$ cat src/rtl/hex_display_arbiter_pkg.sv
// Shared definitions for the hex display arbiter.
// - FSM state encoding (IDLE, HOLD, OPEN)
// - Display geometry: 32-bit value, eight hex digits
// - wrap_inc: modular add used for round-robin pointer arithmetic
package hex_display_arbiter_pkg;

   localparam int DISP_W  = 32;
   localparam int DIGITS  = 8;
   localparam int IDX_W   = 3;             // owner/pointer width, covers up to 8 requesters
   localparam int MAX_REQ = 1 << IDX_W;

   typedef enum logic [1:0] {
      IDLE = 2'd0,
      HOLD = 2'd1,
      OPEN = 2'd2
   } state_t;

   // (base + step) mod n, with base < n and step < n assumed
   function automatic logic [IDX_W-1:0] wrap_inc(input logic [IDX_W-1:0] base,
                                                 input int unsigned step,
                                                 input int unsigned n);
      int unsigned s;
      s = 32'(base) + step;
      if (s >= n) s = s - n;
      return IDX_W'(s);
   endfunction

endpackage

$ cat src/rtl/hex_display_arbiter_rr_picker.sv
// Combinational round-robin picker.
// Ports:
//   mask  - candidate requesters
//   ptr   - highest-priority position for this scan
//   found - at least one candidate set
//   index - first set bit scanning ptr, ptr+1, ... mod N_REQ
module hex_display_arbiter_rr_picker
   import hex_display_arbiter_pkg::*;
#(
   parameter int N_REQ = 4
) (
   input  logic [N_REQ-1:0] mask,
   input  logic [IDX_W-1:0] ptr,
   output logic             found,
   output logic [IDX_W-1:0] index
);

   // Padded so any 3-bit position indexes it cleanly
   logic [MAX_REQ-1:0] mask_pad;
   assign mask_pad = MAX_REQ'(mask);

   // Walk from the farthest position back to ptr so the nearest hit wins
   always_comb begin
      found = 1'b0;
      index = '0;
      for (int k = N_REQ - 1; k >= 0; k--) begin
         if (mask_pad[wrap_inc(ptr, k, N_REQ)]) begin
            found = 1'b1;
            index = wrap_inc(ptr, k, N_REQ);
         end
      end
   end

endmodule

$ cat src/rtl/hex_display_arbiter.sv
// Round-robin arbiter sharing the 8-digit hex display among N_REQ producers.
// Each grant is held for at least HOLD_TICKS tick strobes so the shown value
// stays readable; afterwards a waiting requester takes over with no idle gap.
// Ports:
//   clock, reset(active-low async) - timing/reset
//   tick  - one-cycle hold-time strobe
//   req   - per-requester level request
//   data  - requester i value at [32*i+31:32*i]
//   grant - one-hot owner or zero; owner - current/last owner index
//   valid - display shows a granted value; value - word to the decoders
module hex_display_arbiter
   import hex_display_arbiter_pkg::*;
#(
   parameter int N_REQ      = 4,
   parameter int HOLD_TICKS = 4
) (
   input  logic                    clock,
   input  logic                    reset,
   input  logic                    tick,
   input  logic [N_REQ-1:0]        req,
   input  logic [DISP_W*N_REQ-1:0] data,
   output logic [N_REQ-1:0]        grant,
   output logic [IDX_W-1:0]        owner,
   output logic                    valid,
   output logic [DISP_W-1:0]       value
);

   localparam logic [7:0] HOLD_INIT = 8'(HOLD_TICKS);

   state_t             state, state_nxt;
   logic [7:0]         hold_cnt, hold_nxt;
   logic [IDX_W-1:0]   rr_ptr, rr_nxt, owner_nxt;
   logic [N_REQ-1:0]   grant_nxt;
   logic               valid_nxt;
   logic [DISP_W-1:0]  value_nxt;

   logic [DISP_W-1:0]  words [MAX_REQ];
   logic [MAX_REQ-1:0] req_pad;
   logic [N_REQ-1:0]   cand;
   logic [IDX_W-1:0]   pick_ptr, pick, owner_inc;
   logic               found;
   logic [MAX_REQ-1:0] pick_oh;
   logic               take;

   // Per-requester words, padded to 8 entries so a 3-bit index is always legal
   genvar gi;
   generate
      for (gi = 0; gi < MAX_REQ; gi++) begin : g_words
         if (gi < N_REQ) begin : g_live
            assign words[gi] = data[DISP_W*gi +: DISP_W];
         end else begin : g_pad
            assign words[gi] = '0;
         end
      end
   endgenerate

   assign req_pad   = MAX_REQ'(req);
   assign owner_inc = wrap_inc(owner, 1, N_REQ);

   // From IDLE anyone may win starting at rr_ptr; while owned only the
   // other requesters compete, starting just after the current owner.
   assign cand     = (state == IDLE) ? req : (req & ~grant);
   assign pick_ptr = (state == IDLE) ? rr_ptr : owner_inc;

   hex_display_arbiter_rr_picker #(.N_REQ(N_REQ)) u_picker (
      .mask  (cand),
      .ptr   (pick_ptr),
      .found (found),
      .index (pick)
   );

   assign pick_oh = MAX_REQ'(1) << pick;

   always_comb begin
      state_nxt = state;
      hold_nxt  = hold_cnt;
      rr_nxt    = rr_ptr;
      owner_nxt = owner;
      grant_nxt = grant;
      valid_nxt = valid;
      value_nxt = value;
      take      = 1'b0;

      case (state)
         IDLE: begin
            take = found;
         end
         HOLD, OPEN: begin
            // Live value while the owner keeps requesting, frozen otherwise
            if (req_pad[owner]) value_nxt = words[owner];

            if (state == HOLD && hold_cnt != 8'd0) begin
               if (tick) hold_nxt = hold_cnt - 8'd1;
            end else if (found) begin
               // Switch beats release: no idle cycle between owners
               take   = 1'b1;
               rr_nxt = owner_inc;
            end else if (!req_pad[owner]) begin
               // Release: value stays on the display, owner index kept
               state_nxt = IDLE;
               grant_nxt = '0;
               valid_nxt = 1'b0;
               rr_nxt    = owner_inc;
            end else begin
               state_nxt = OPEN;
            end
         end
         default: state_nxt = IDLE;
      endcase

      if (take) begin
         state_nxt = HOLD;
         grant_nxt = pick_oh[N_REQ-1:0];
         owner_nxt = pick;
         valid_nxt = 1'b1;
         value_nxt = words[pick];
         hold_nxt  = HOLD_INIT;
      end
   end

   always_ff @(posedge clock or negedge reset) begin
      if (!reset) begin
         state    <= IDLE;
         hold_cnt <= 8'd0;
         rr_ptr   <= '0;
         owner    <= '0;
         grant    <= '0;
         valid    <= 1'b0;
         value    <= '0;
      end else begin
         state    <= state_nxt;
         hold_cnt <= hold_nxt;
         rr_ptr   <= rr_nxt;
         owner    <= owner_nxt;
         grant    <= grant_nxt;
         valid    <= valid_nxt;
         value    <= value_nxt;
      end
   end

endmodule

$ cat config.mk
export PLATFORM = sky130hd
export DESIGN_NAME = hex_display_arbiter
export DESIGN_NICKNAME = d
export VERILOG_FILES = /design/src/rtl/hex_display_arbiter_pkg.sv /design/src/rtl/hex_display_arbiter_rr_picker.sv /design/src/rtl/hex_display_arbiter.sv
export SDC_FILE = /design/constraint.sdc
export NUM_CORES = 1
export LEC_CHECK = 0
export BUFFER_PORTS_ARGS = -buffer_cell sky130_fd_sc_hd__buf_2
export CAP_MARGIN = 5
export CORE_ASPECT_RATIO = 0.7
export CORE_MARGIN = 4
export CORE_UTILIZATION = 55
export DETAILED_ROUTE_END_ITERATION = 10
export GPL_TIMING_DRIVEN = 0
export PLACE_DENSITY = 0.95
export SETUP_SLACK_MARGIN = 0.15
export SLEW_MARGIN = 10
export SYNTH_ARGS = -nofsm -noshare
export SYNTH_HDL_FRONTEND = slang
export SYNTH_HIERARCHICAL = 1
export SYNTH_SLANG_ARGS = --single-unit
$ cat constraint.sdc
create_clock -name clock -period 11.25 [get_ports clock]
set_input_delay 1.125 -clock clock [delete_from_list [all_inputs] [get_ports clock]]
set_output_delay 1.125 -clock clock [all_outputs]
set_load 0.005 [all_outputs]
==> flow_summary.json, run 1 <==
{
  "place_congestion": 0.933,
  "synth_top_cell_by_area": "mux4_2",
  "placement.setup.worst_slack_ns": 6.33,
  "yosys.cell_count.top_type": "mux2i_1",
  "cts_hold_buffers": 0,
  "cellPowerDensity_nw_per_um2": 384,
  "route.detailed.drc": 0,
  "post_synth_most_frequent_cells": "69 x mux2i_1, 65 x mux4_2, 53 x dfrtp_1",
  "post_route_cells_drive_above_1_share_pct": 49.7,
  "report.final.hold_viol_count": 0,
  "skew_final_ns": 0.00724,
  "switching_share_pct": 44.4,
  "cts_root_buffer": "clkbuf_16",
  "power.share.clock_pct": 6.5,
  "async_flop_share_pct": 100,
  "n_antenna_cell": 0,
  "synth_cell_type_count": 67,
  "drt_iter0_markers": 321,
  "warnings_synthesis": 6,
  "synth_area_leaders": "mux4_2 30%, dfrtp_1 27%, mux2i_1 14%, nand2b_1 4.4%, ha_1 1.8%",
  "cellInternalPower_mw": 1.29,
  "syn_nets": 531,
  "fin_cells": 691,
  "fp.dieW_um": 120,
  "cp.required_ns": 11.42,
  "overall_overflow_remaining_after_global_route": 0,
  "placed_cells": 683,
  "rsz0062_at_grt": "false",
  "total_power_mw": 2.32,
  "min_path_type": "flip-flop to flip-flop",
  "floorplan.die.height_um": 86.7,
  "start_kind": "flip-flop",
  "worst_setup_path_end_kind": "flip-flop",
  "largest_net_degree_at_the_start_of_global_routing": 54,
  "postLayoutCellArea_sq_um": 6030,
  "yosysTopAreaCellShare_pct": 30.1,
  "synth_enable_flop_cells": 0,
  "setup_tns_ns": 0,
  "cts_setup_buffers": 0,
  "syn2layout_area_growth_pct": 23.9,
  "rel_slew_slack_pct": 45.3,
  "port_buffers": 174,
  "top_level_ports": 175,
  "synth.yosys.seq_area_share_pct": 27.3,
  "total_leakage_power_nw": 2.76,
  "clk_latency_ns": 0.29,
  "tritoncts.num_buffers": 5,
  "global_route.usage.total_pct": 26.6,
  "pin_slew_with_the_least_headroom_to_its_limit_ns": 0.821,
  "routed_wire_length_per_instance_um": 20.1,
  "min_period_over_period_pct": 44.9,
  "crit_arrival_ns": 5.23,
  "clk_transition_reported_paths_ns": 0.07,
  "placeableCoreArea_sq_um": 8550,
  "ctsHtreeMaxLevel": 2,
  "pwr-share-comb_pct": 79.1,
  "grt_pass1_vias": 4570,
  "drt_wl_total_um": 13900,
  "ys.flop_type": "dfrtp_1",
  "initial_core_utilization_pct": 56.9,
  "post_cts_resized": 0,
  "pwr-share-seq_pct": 14.4,
  "grt_first_pass_wirelength_um": 21800,
  "layout.nets": 712,
  "worst_ir_drop_vdd_v": 0.000187,
  "avgSynthCellArea_sq_um": 12.5,
  "final_antenna_net_count": 0,
  "cts_buffer_depth": 2,
  "numClockSinks": 53,
  "synthCells": 389,
  "critPathKind": "flip-flop to flip-flop",
  "dpl_cell_area_sq_um": 5890,
  "fp.dieArea_sq_um": 10400,
  "layout_min_cycle_time_ns": 5.06,
  "layout_setup_ws_ns": 6.19,
  "p_sw_mw": 1.03,
  "result_of_the_run": "finished clean",
  "setup_violations": 0,
  "firstDrtPassIters": 7,
  "row_count": 28,
  "hpwlAfterDp_um": 11100,
  "antenna_found_initial": 0,
  "mappedNetlistArea_sq_um": 4860,
  "maxClockFrequency_ghz": 0.198,
  "cap_violations": 0,
  "cp_max_fo": 10,
  "tritoncts": "yes",
  "postSynthRegisterBits": 53,
  "final_max_slew_viol_count": 0,
  "vias": 4285,
  "via_count_normalized_by_instance_count": 6.20
}
placed cells by master (no fill, tap or decap), drive strengths merged, types with 3 or more instances in the layout:
master   synthesis  layout
clkbuf           9      16
o211ai           3       3
mux4            65      65
a21boi           6       6
mux2i           69      69
nand3            3       3
o2111ai          4       4
nand2           11      11
nor2            11      11
a21o             3       3
a21oi            7       7
dfrtp           53      53
o22ai            3       3
inv             15      15
o31ai            4       4
o21ai            7       7
mux2             7       7
buf             23     197
nand2b          36      36
xnor2            4       4
ha               7       7
per-layer routing:
metal  vias to the layer above  share of wire, %  global-route usage (%)  wire, um
met1                      2117                38                    33.4      5260
met3                        33               8.7                    5.35      1210
met4                         0               3.3                    10.5       459
met2                       254                50                    45.9      6980
met5                         -                 0                       0         0
li1                       1881                 -                       -         -
power groups by stage:
stage	clock network, mW	registers, mW	logic [mW]
floorplan	0	0.328	1.42
global placement	0	0.331	1.74
detailed placement	0	0.334	1.83
CTS	0.153	0.332	1.84
global route	0.162	0.343	1.98
finish	0.150	0.334	1.83
through the flow:
stage | hold slack [ns] | util, %
CTS | 0.483 | 70.5
floorplan | 0.459 | -
detailed placement | 0.469 | 68.9
global placement | 0.468 | 68.9
global route | 0.496 | 70.5
finish | 0.480 | 70.5
area by class of cell:
type	instances	area, sq um
buffer	32	179
clock inverter	1	7.51
inverter	15	56.3
fill	629	2520
timing repair buffer	174	873
clock buffer	7	133
tap	120	150
sequential	53	1330
multi-input combinational	289	3300
state kept, by name, summed over array words and instances, names as in the netlist:
register,flops
grant,4
hold_cnt,8
owner,3
rr_ptr,3
state,2
valid,1
value,32
path summary, 6_finish.rpt:
check	startpoint	end	slack (ns)	cells past startpoint
setup / recovery	owner[1]$_DFFE_PN0P_	value[4]$_DFFE_PN0P_	6.19	14
hold / removal	valid$_DFFE_PN0P_	valid$_DFFE_PN0P_	0.48	1
setup reg to reg	owner[1]$_DFFE_PN0P_	value[4]$_DFFE_PN0P_	6.19	14
hold reg to reg	valid$_DFFE_PN0P_	valid$_DFFE_PN0P_	0.48	1
max in group asynchronous	reset	grant[1]$_DFFE_PN0P_	9.92	1
min in group asynchronous	reset	value[24]$_DFFE_PN0P_	0.87	1
cells by family after synthesis:
| group | after synthesis | synth area share (%) |
|---|---|---|
| muxes | 141 | 46.0 |
| DFF | 53 | 27.3 |
| xor gates and xnor gates | 6 | 1.08 |
| other | 1 | 0.0771 |
| and+or+nand+nor | 84 | 10.5 |
| buffers and inverters | 47 | 4.84 |
| AOI/OAI and AO/OA | 50 | 8.49 |
| adders and majority gates | 7 | 1.80 |
worst max-delay path: stages (launching register included):
cell and delay [ns]:
dfrtp_1 0.42, buf_2 0.29, buf_1 0.51, nand4_1 0.23
o21ai_0 0.58, nand3_2 0.11, a311o_1 0.42, nand2b_4 0.15
a222oi_1 0.32, a211o_1 0.14, clkbuf_1 0.54, clkbuf_1 0.59
mux4_2 0.46, nand2b_1 0.10, mux2i_1 0.07
Power figures use the tool's default switching activity.
==> inputs of run 2 (changes only) <==
--- a/config.mk
+++ b/config.mk
@@ -9,10 +9,10 @@
 export CAP_MARGIN = 5
 export CORE_ASPECT_RATIO = 0.7
 export CORE_MARGIN = 4
-export CORE_UTILIZATION = 55
+export CORE_UTILIZATION = 51
 export DETAILED_ROUTE_END_ITERATION = 10
 export GPL_TIMING_DRIVEN = 0
-export PLACE_DENSITY = 0.95
+export PLACE_DENSITY = 0.9
 export SETUP_SLACK_MARGIN = 0.15
 export SLEW_MARGIN = 10
 export SYNTH_ARGS = -nofsm -noshare
==> constraint.sdc (replaced) <==
create_clock -name clock -period 4.95 [get_ports clock]
set_input_delay 0.495 -clock clock [delete_from_list [all_inputs] [get_ports clock]]
set_output_delay 0.495 -clock clock [all_outputs]
set_load 0.005 [all_outputs]
==> flow_summary.json, run 2 (synthesis results as in run 1) <==
{
  "setup_tns_ns": 0,
  "syn2layout_area_growth_pct": 24.3,
  "vias": 4272,
  "placed_cells": 687,
  "grt_pass1_vias": 4648,
  "rsz0062_at_grt": "false",
  "post_route_cells_drive_above_1_share_pct": 50.7,
  "layout_min_cycle_time_ns": 4.41,
  "cts_root_buffer": "clkbuf_16",
  "cp_max_fo": 10,
  "regMostFlops": "value",
  "numClockSinks": 53,
  "largest_net_degree_at_the_start_of_global_routing": 54,
  "rel_slew_slack_pct": 41.0,
  "critPathKind": "flip-flop to flip-flop",
  "worst_ir_drop_vdd_v": 0.000476,
  "min_period_over_period_pct": 89.0,
  "fp.dieW_um": 125,
  "n_antenna_cell": 0,
  "worst_path_largest_cell_delay_ns": 0.57,
  "clk_latency_ns": 0.29,
  "reg_top3": "value (32), hold_cnt (8), grant (4)",
  "mostFrequentLayoutCell": "buf_2",
  "crit_slowest_cell": "o21ai_0",
  "route.detailed.drc": 0,
  "timing.critical_path.max_delay_family": "buffers and inverters",
  "overall_overflow_remaining_after_global_route": 0,
  "crit_arrival_ns": 4.58,
  "cell_chain_critical_path": "buf_2 > buf_1 > nand4_1 > o21ai_0 > nand3_2 > a311o_1 > nand2b_4 > a222oi_1 > a211o_1 > clkbuf_2 > clkbuf_2 > mux4_2 > nand2b_1 > mux2i_1",
  "top_level_ports": 175,
  "initial_core_utilization_pct": 53.0,
  "place_congestion": 0.912,
  "via_count_normalized_by_instance_count": 6.16,
  "setup_violations": 0,
  "cp.required_ns": 5.12,
  "final_max_slew_viol_count": 0,
  "cts_setup_buffers": 0,
  "ctsHtreeMaxLevel": 2,
  "total_leakage_power_nw": 2.78,
  "report.final.hold_viol_count": 0,
  "start_kind": "flip-flop",
  "floorplan.die.height_um": 89.7,
  "cap_violations": 0,
  "antenna_found_initial": 0,
  "worstPathBufferInverterCount": 4,
  "largest_register_ff_count": 32,
  "row_count": 29,
  "placeableCoreArea_sq_um": 9180,
  "layout.nets": 712,
  "min_path_type": "input pin to async pin",
  "fillerInstances": 692,
  "tritoncts.num_buffers": 5,
  "clk_transition_reported_paths_ns": 0.07,
  "worst_setup_path_end_kind": "flip-flop",
  "grt_first_pass_wirelength_um": 22400,
  "pin_slew_with_the_least_headroom_to_its_limit_ns": 0.884,
  "cellPowerDensity_nw_per_um2": 868,
  "global_route.usage.total_pct": 24.3,
  "multi_input_comb_area_sq_um": 3300,
  "drt_iter0_markers": 259,
  "fp.dieArea_sq_um": 11200,
  "crit_top_cell": "clkbuf_2",
  "port_buffers": 174,
  "drt_wl_total_um": 13800,
  "hpwlAfterDp_um": 11000,
  "routed_wire_length_per_instance_um": 19.8,
  "skew_final_ns": 0.00435,
  "maxClockFrequency_ghz": 0.227,
  "firstDrtPassIters": 5,
  "tritoncts": "yes",
  "result_of_the_run": "finished clean",
  "final_antenna_net_count": 0,
  "fin_cells": 694,
  "layout_common_cells": "184 x buf_2, 69 x mux2i_1, 65 x mux4_2",
  "cts_buffer_depth": 2,
  "layout.area.seq_sq_um": 1330
}
[run 2: changes by cell type in the layout (fill, tap and decap cells not counted)]
| cell | before | now |
|---|---|---|
| clkbuf_1 | 11 | 6 |
| clkbuf_2 | 0 | 4 |
| buf_1 | 4 | 3 |
| clkbuf_8 | 0 | 1 |
[run 2: metal layers]
metal / GRT usage, % / part of all wire, % / up-vias
li1: - / - / 1880
met1: 30.0 / 40 / 2145
met2: 44.6 / 51 / 226
met3: 4.56 / 7.8 / 21
met4: 4.84 / 1.3 / 0
met5: 0 / 0 / -
[run 2: final timing paths]
check	start	slack [ns]	depth (start not counted)	endpoint
hold reg to reg	valid$_DFFE_PN0P_	0.50	1	valid$_DFFE_PN0P_
hold / removal	reset	0.25	1	value[23]$_DFFE_PN0P_
setup reg to reg	owner[1]$_DFFE_PN0P_	0.54	14	value[1]$_DFFE_PN0P_
min in group clock	valid$_DFFE_PN0P_	0.50	1	valid$_DFFE_PN0P_
setup / recovery	owner[1]$_DFFE_PN0P_	0.54	14	value[1]$_DFFE_PN0P_
max in group asynchronous	reset	4.25	1	rr_ptr[0]$_DFFE_PN0P_
[run 2: per-stage QoR]
step | area (sq um) | hold slack, ns | worst slack [ns] | total power [mW] | util (%)
floorplan | 4860 | 0.199 | 1.07 | 3.98 | -
global placement | 5890 | 0.459 | 0.294 | 4.72 | 64.2
detailed placement | 5890 | 0.471 | 0.204 | 4.88 | 64.2
CTS | 6040 | 0.494 | 0.186 | 5.24 | 65.8
global route | 6040 | 0.310 | 0.215 | 5.63 | 65.8
finish | 6040 | 0.246 | 0.543 | 5.25 | 65.8
[run 2: power breakdown]
group / switching [mW] / total, mW / internal, mW
sequential: 0.128 / 0.760 / 0.632
clock: 0.157 / 0.356 / 0.199
combinational: 2.02 / 4.13 / 2.11
[run 2: final cells by class]
class / count / share of cell area (%)
clock buffer: 6 / 2.30
sequential: 53 / 21.9
timing repair buffer: 174 / 14.4
multi-input combinational: 289 / 54.6
clock inverter: 1 / 0.124
tap: 124 / 2.57
buffer: 32 / 3.04
inverter: 15 / 0.931
[run 2: timing repair]
| action | CTS | global route |
|---|---|---|
| gates resized for setup | 0 | 7 |
| setup endpoints to repair | 0 | 30 |
| endpoints found under the hold margin | 0 | 0 |
| hold buffers | 0 | 0 |
